$ cat src/rtl/fb_arbiter.sv
// fb_arbiter: owns the single port of the frame buffer RAM and shares it
// between the VGA scan-out reader, a full-screen fill engine and the game
// renderer. The priority order is fixed: VGA first, then the fill engine,
// then the renderer.
module fb_arbiter #(
  parameter int H_RES   = 640,
  parameter int V_RES   = 480,
  parameter int ADDR_W  = 19,
  parameter int COLOR_W = 9
) (
  input  logic               clk,
  input  logic               rst,
  // VGA scan-out reader
  input  logic               vga_rd_en,
  input  logic [9:0]         vga_x,
  input  logic [9:0]         vga_y,
  output logic [COLOR_W-1:0] vga_pixel,
  output logic               vga_pixel_valid,
  // Renderer pixel writer
  input  logic               wr_req,
  input  logic [9:0]         wr_x,
  input  logic [9:0]         wr_y,
  input  logic [COLOR_W-1:0] wr_color,
  output logic               wr_ack,
  output logic               wr_oob,
  // Fill engine control
  input  logic               clr_start,
  input  logic [COLOR_W-1:0] clr_color,
  output logic               clr_busy,
  output logic               clr_done,
  // Frame buffer port
  output logic [ADDR_W-1:0]  mem_addr,
  output logic [COLOR_W-1:0] mem_din,
  output logic               mem_we,
  input  logic [COLOR_W-1:0] mem_dout
);

  typedef enum logic {IDLE, CLEAR} state_t;

  localparam logic [9:0]        H_LIM  = 10'(H_RES);
  localparam logic [9:0]        V_LIM  = 10'(V_RES);
  localparam logic [ADDR_W-1:0] H_MUL  = ADDR_W'(H_RES);
  localparam logic [ADDR_W-1:0] LAST_A = ADDR_W'(H_RES * V_RES - 1);

  // Linear address of (x, y); widened to ADDR_W before the multiply so the
  // largest legal address fits without truncation.
  function automatic logic [ADDR_W-1:0] lin_addr(input logic [9:0] x,
                                                 input logic [9:0] y);
    return ADDR_W'(y) * H_MUL + ADDR_W'(x);
  endfunction

  state_t               state_q, state_d;
  logic [ADDR_W-1:0]    fill_cnt;
  logic [COLOR_W-1:0]   fill_color;
  logic                 rd_pending;
  logic                 vga_in_range, wr_in_range;
  logic [ADDR_W-1:0]    vga_addr, wr_addr;
  logic                 grant_fill, grant_wr, fill_last;

  assign clr_busy  = (state_q == CLEAR);
  // The RAM registers its read data, so the pixel is simply forwarded.
  assign vga_pixel = mem_dout;

  // Address decode, grant selection and next-state logic for the fill FSM.
  always_comb begin
    // NOTE: every output of this block gets a default first, so no path can
    // leave a value unassigned and infer a latch.
    state_d      = state_q;
    vga_in_range = (vga_x < H_LIM) && (vga_y < V_LIM);
    wr_in_range  = (wr_x < H_LIM) && (wr_y < V_LIM);
    vga_addr     = vga_in_range ? lin_addr(vga_x, vga_y) : '0;
    wr_addr      = lin_addr(wr_x, wr_y);
    fill_last    = (fill_cnt == LAST_A);
    grant_fill   = !vga_rd_en && (state_q == CLEAR);
    // A start pulse in IDLE pre-empts the renderer for that cycle, and the
    // cycle carrying wr_ack must not grant the same request a second time.
    grant_wr     = !vga_rd_en && (state_q == IDLE) && !clr_start &&
                   wr_req && !wr_ack;

    unique case (state_q)
      IDLE:    if (clr_start) state_d = CLEAR;
      CLEAR:   if (grant_fill && fill_last) state_d = IDLE;
      default: state_d = IDLE;
    endcase
  end

  // Fill FSM state, fill counter and latched fill colour.
  always_ff @(posedge clk) begin
    // NOTE: sequential state is always updated with non-blocking assignments
    // so every register samples the values from before this edge.
    if (rst) begin
      state_q    <= IDLE;
      fill_cnt   <= '0;
      fill_color <= '0;
    end else begin
      state_q <= state_d;
      if ((state_q == IDLE) && clr_start) begin
        fill_cnt   <= '0;
        fill_color <= clr_color;
      end else if (grant_fill) begin
        fill_cnt <= fill_cnt + 1'b1;
      end
    end
  end

  // Registered RAM port, read-valid pipeline and handshake pulses.
  always_ff @(posedge clk) begin
    if (rst) begin
      mem_addr        <= '0;
      mem_din         <= '0;
      mem_we          <= 1'b0;
      rd_pending      <= 1'b0;
      vga_pixel_valid <= 1'b0;
      wr_ack          <= 1'b0;
      wr_oob          <= 1'b0;
      clr_done        <= 1'b0;
    end else begin
      // Address goes out on this edge, RAM data lands on the next one.
      rd_pending      <= vga_rd_en;
      vga_pixel_valid <= rd_pending;
      wr_ack          <= grant_wr;
      wr_oob          <= grant_wr && !wr_in_range;
      clr_done        <= grant_fill && fill_last;

      if (vga_rd_en) begin
        mem_addr <= vga_addr;
        mem_we   <= 1'b0;
      end else if (grant_fill) begin
        mem_addr <= fill_cnt;
        mem_din  <= fill_color;
        mem_we   <= 1'b1;
      end else if (grant_wr && wr_in_range) begin
        mem_addr <= wr_addr;
        mem_din  <= wr_color;
        mem_we   <= 1'b1;
      end else begin
        // Idle or an out-of-range renderer write: address holds, no write.
        mem_we <= 1'b0;
      end
    end
  end

endmodule

$ cat config.mk
export PLATFORM = sky130hd
export DESIGN_NAME = fb_arbiter
export DESIGN_NICKNAME = d
export VERILOG_FILES = /design/src/rtl/fb_arbiter.sv
export SDC_FILE = /design/constraint.sdc
export NUM_CORES = 1
export LEC_CHECK = 0
export CORE_MARGIN = 2
export CORE_UTILIZATION = 53
export CTS_CLUSTER_DIAMETER = 60
export DETAILED_ROUTE_END_ITERATION = 8
export PLACE_DENSITY_LB_ADDON = 0.2
export SLEW_MARGIN = 10
export SYNTH_ARGS = -nofsm -noshare
export SYNTH_HDL_FRONTEND = slang
export SYNTH_SLANG_ARGS = --single-unit
$ cat constraint.sdc
create_clock -name clk -period 11 [get_ports clk]
set_clock_uncertainty 0.2 [all_clocks]
set_input_delay 2.75 -clock clk [delete_from_list [all_inputs] [get_ports clk]]
set_output_delay 2.75 -clock clk [all_outputs]
set_load 0.02 [all_outputs]
==> results by group <==
Critical path
  – CP required: 10.98 ns
  – Critical path origin: wr_y[1]
  – Buffers & Inverters on Critical Path: 1
  – Worst reg2reg endpoint: mem_din[6]
  – Setup crit end: mem_addr[17]
  – CP dominant cell by count: ha_1
  – Critical path startpoint category: primary input
  – CP max stage cell: clkdlybuf4s50_1
  – Crit end category: register
  – Cells on worst reg2reg path: 8
  – Origin of the critical flop-to-flop path: clr_busy
  – Crit path max-delay family: adder cells
  – Critical Path Fanout Max: 4
  – WS Path Type: primary input to register
  – Crit path cell chain: clkdlybuf4s50_1 -> ha_1 -> ha_1 -> fa_1 -> a21o_2 -> a221oi_4 -> xnor2_2 -> and4b_1 -> xnor2_1 -> a211oi_1 -> a311oi_1
  – Reg2reg setup slack: 8.23 ns
  – Largest stage delay, worst path: 0.46 ns
  – Worst EP arrival: 5.72 ns
  – WP depth: 11

Detailed routing
  – Drc violations: 0
  – ANT nets after route: 0
  – Via count: 3,990
  – Drt pass-1 iters: 5
  – Final WL: 11,100 um
  – Drt initial violations: 261
  – Drt wl/cell: 15.6 um
  – Vias per cell: 5.61

Global route
  – Total global-route track usage: 25.5%
  – Overflow after GRT: 0
  – GR Layer Usage met1: 28.4%
  – Antenna violations before repair: 0
  – Global-route wire length before repair: 17,900 um
  – Grt met3 use: 6.38%
  – Vias in the first global route: 3,952
  – Largest net degree at the start of global routing: 46
  – Most Used Layer, Global Route: met2
  – GR met2 Demand/Resource: 46.4%

Die
  – Placeable Area: 8090 sq um
  – I/O pin cnt: 115
  – Die width: 94.5 um
  – Initial core utilization: 53.6%
  – Die Ht: 94.5 um
  – Die area: 8930 sq um
  – Rows: 33

Place
  – Hpwl dp: 8470 um
  – Placed standard-cell area: 5310 sq um
  – Total placed cells including tap cells: 695
  – Buffers added on ports: 96
  – GP Congestion: 0.856

Timing
  – Slew margin rel.: 47.6%
  – Hold Fails Final Rpt: 0
  – Crit path time final: 5.74 ns
  – Crit share post-route: 52.2%
  – Slew @ Worst Pin: 0.783 ns
  – Setup TNS: 0 ns
  – Fmax: 174 MHz
  – Final setup vio count: 0
  – Fin. max-slew vios: 0
  – RSZ-0062 raised after global routing: no

Clocking
  – Clock slew at reported path FFs: 0.07 ns
  – H-tree depth: 3
  – Worst-case clock buffer depth: 2
  – Post-CTS setup buffer count: 0
  – TritonCTS clock tree: built
  – CTS root buffer: clkbuf_8
  – Clk sinks: 63
  – Later-pin clock latency in the skew report: 0.34 ns
  – CTS resizes: 0
  – Inserted Clock Buffers: 9
  – Hold buffers post-CTS: 0

Synth
  – Syn_nets: 637
  – Yosys cell types: 64
  – Yosys Warn Count: 0
  – Mapped cell area: 4340 sq um
  – Number of enable flip-flop cells after synthesis: 0
  – Synth Register Bits: 63
  – Syn_area_per_cell: 8.32 sq um
  – Cells after Synth: 522
  – Post-synthesis sequential area ratio: 29.0%
  – Ys flop type: dfxtp_1
  – Async SR Flop Fraction: 0%

Final layout
  – Final nets: 716
  – Filler cells: 693
  – Final instance area: 5560 sq um
  – N_diodes: 0
  – Syn-to-layout area delta: 28.2%
  – Share of layout cells above drive strength 1: 6.93%
  – Non-filler cells, final: 711

Hold path
  – Hold Startpoint: rd_pending
  – Hold Crit Class: register to register

Status
  – Status: finished, final reports clean

Power
  – VDD IR-drop max: 0.0000677 V
  – Pwr dens: 129 nW/um^2
  – Lkg Pwr: 2.15 nW

Flow run
  – MaxCap Viol Count: 0
-- sequential cells by signal, indices dropped and copies added, names as in the netlist --
signal,cells
clr_done,1
rd_pending,1
fill_cnt,19
vga_pixel_valid,1
fill_color,9
mem_addr,19
mem_din,9
wr_ack,1
clr_busy,1
wr_oob,1
mem_we,1
-- cell usage after synthesis (all sizes together), types with 4 or more instances --
library cell	count	area, sq um
a211oi	18	150
a21o	5	38.8
a21oi	36	180
a311oi	11	103
and3	6	37.5
buf	16	96.3
clkbuf	16	60.1
dfxtp	63	1260
fa	4	80.1
ha	39	488
inv	16	60.1
mux2i	10	100
nand2	58	218
nand2b	6	37.5
nand3	12	65.1
nand4	9	56.3
nor2	78	300
nor2b	10	62.6
nor3	8	56.3
nor4	5	46.3
o21ai	15	75.1
xnor2	21	191
xor2	19	174
-- how the worst min path moves through the flow --
stage / to / cells past startpoint
3_5_place_dp: vga_pixel_valid / 1
5_1_grt: vga_pixel_valid / 1
3_3_place_gp: vga_pixel_valid / 1
4_1_cts: vga_pixel_valid / 1
2_1_floorplan: vga_pixel_valid / 1
6_report: vga_pixel_valid / 1
-- final cells by class --
class	instances	area (sq um)	share of cell area [%]
clock buffer	10	138	2.47
clock inverter	6	108	1.93
inverter	16	60.1	1.08
multi-input combinational	411	2880	51.7
sequential	63	1260	22.7
tap	105	131	2.36
timing repair buffer	100	991	17.8
-- report_power, final --
part	internal, mW	switching [mW]
clock network	0.156	0.0906
logic	0.104	0.123
registers	0.240	0.00681
-- layer usage --
layer / wire length (um) / vias up / part of all wire (%)
li1: - / 2006 / -
met1: 4440 / 1832 / 40
met2: 5580 / 131 / 50
met3: 802 / 21 / 7.2
met4: 303 / 0 / 2.7
met5: 0 / - / 0
-- metrics by stage --
| stage | worst slack [ns] | util [%] | total power, mW | hold WS [ns] |
|---|---|---|---|---|
| 3_5_place_dp | 4.89 | 65.6 | 0.477 | 0.230 |
| 2_1_floorplan | 5.17 | - | 0.405 | 0.214 |
| 3_3_place_gp | 4.98 | 65.6 | 0.471 | 0.232 |
| 5_1_grt | 5.01 | 68.8 | 0.756 | 0.253 |
| 6_report | 5.26 | 68.8 | 0.720 | 0.236 |
| 4_1_cts | 5.25 | 68.7 | 0.722 | 0.239 |
-- layout by cell type, fill, tap and decap left out, types with 3 or more instances in the layout --
cell	instances
mux2i_1	10
a21oi_1	36
nand2_1	58
nor2_1	77
o21ai_0	11
inv_1	16
dfxtp_1	63
or4_1	3
a211oi_1	15
nand3_1	11
buf_4	4
nand2b_1	6
bufinv_16	3
a211oi_2	3
nor4_1	4
and3_1	6
a311oi_1	10
o21ai_1	3
xor2_1	18
clkdlybuf4s50_1	96
nand4_1	9
a21o_1	4
nor2b_1	10
clkbuf_8	10
xnor2_1	20
fa_1	4
ha_1	39
nor3_1	6
-- cells by family after synthesis --
family / synth area share, %
and+or+nand+nor: 23.3
AOI/OAI and AO/OA: 18.9
DFF: 29.0
buffers and inverters: 4.99
adders and majority gates: 13.1
xor gates and xnor gates: 8.42
muxes: 2.31
No activity file was read; power rests on OpenSTA's default activity.
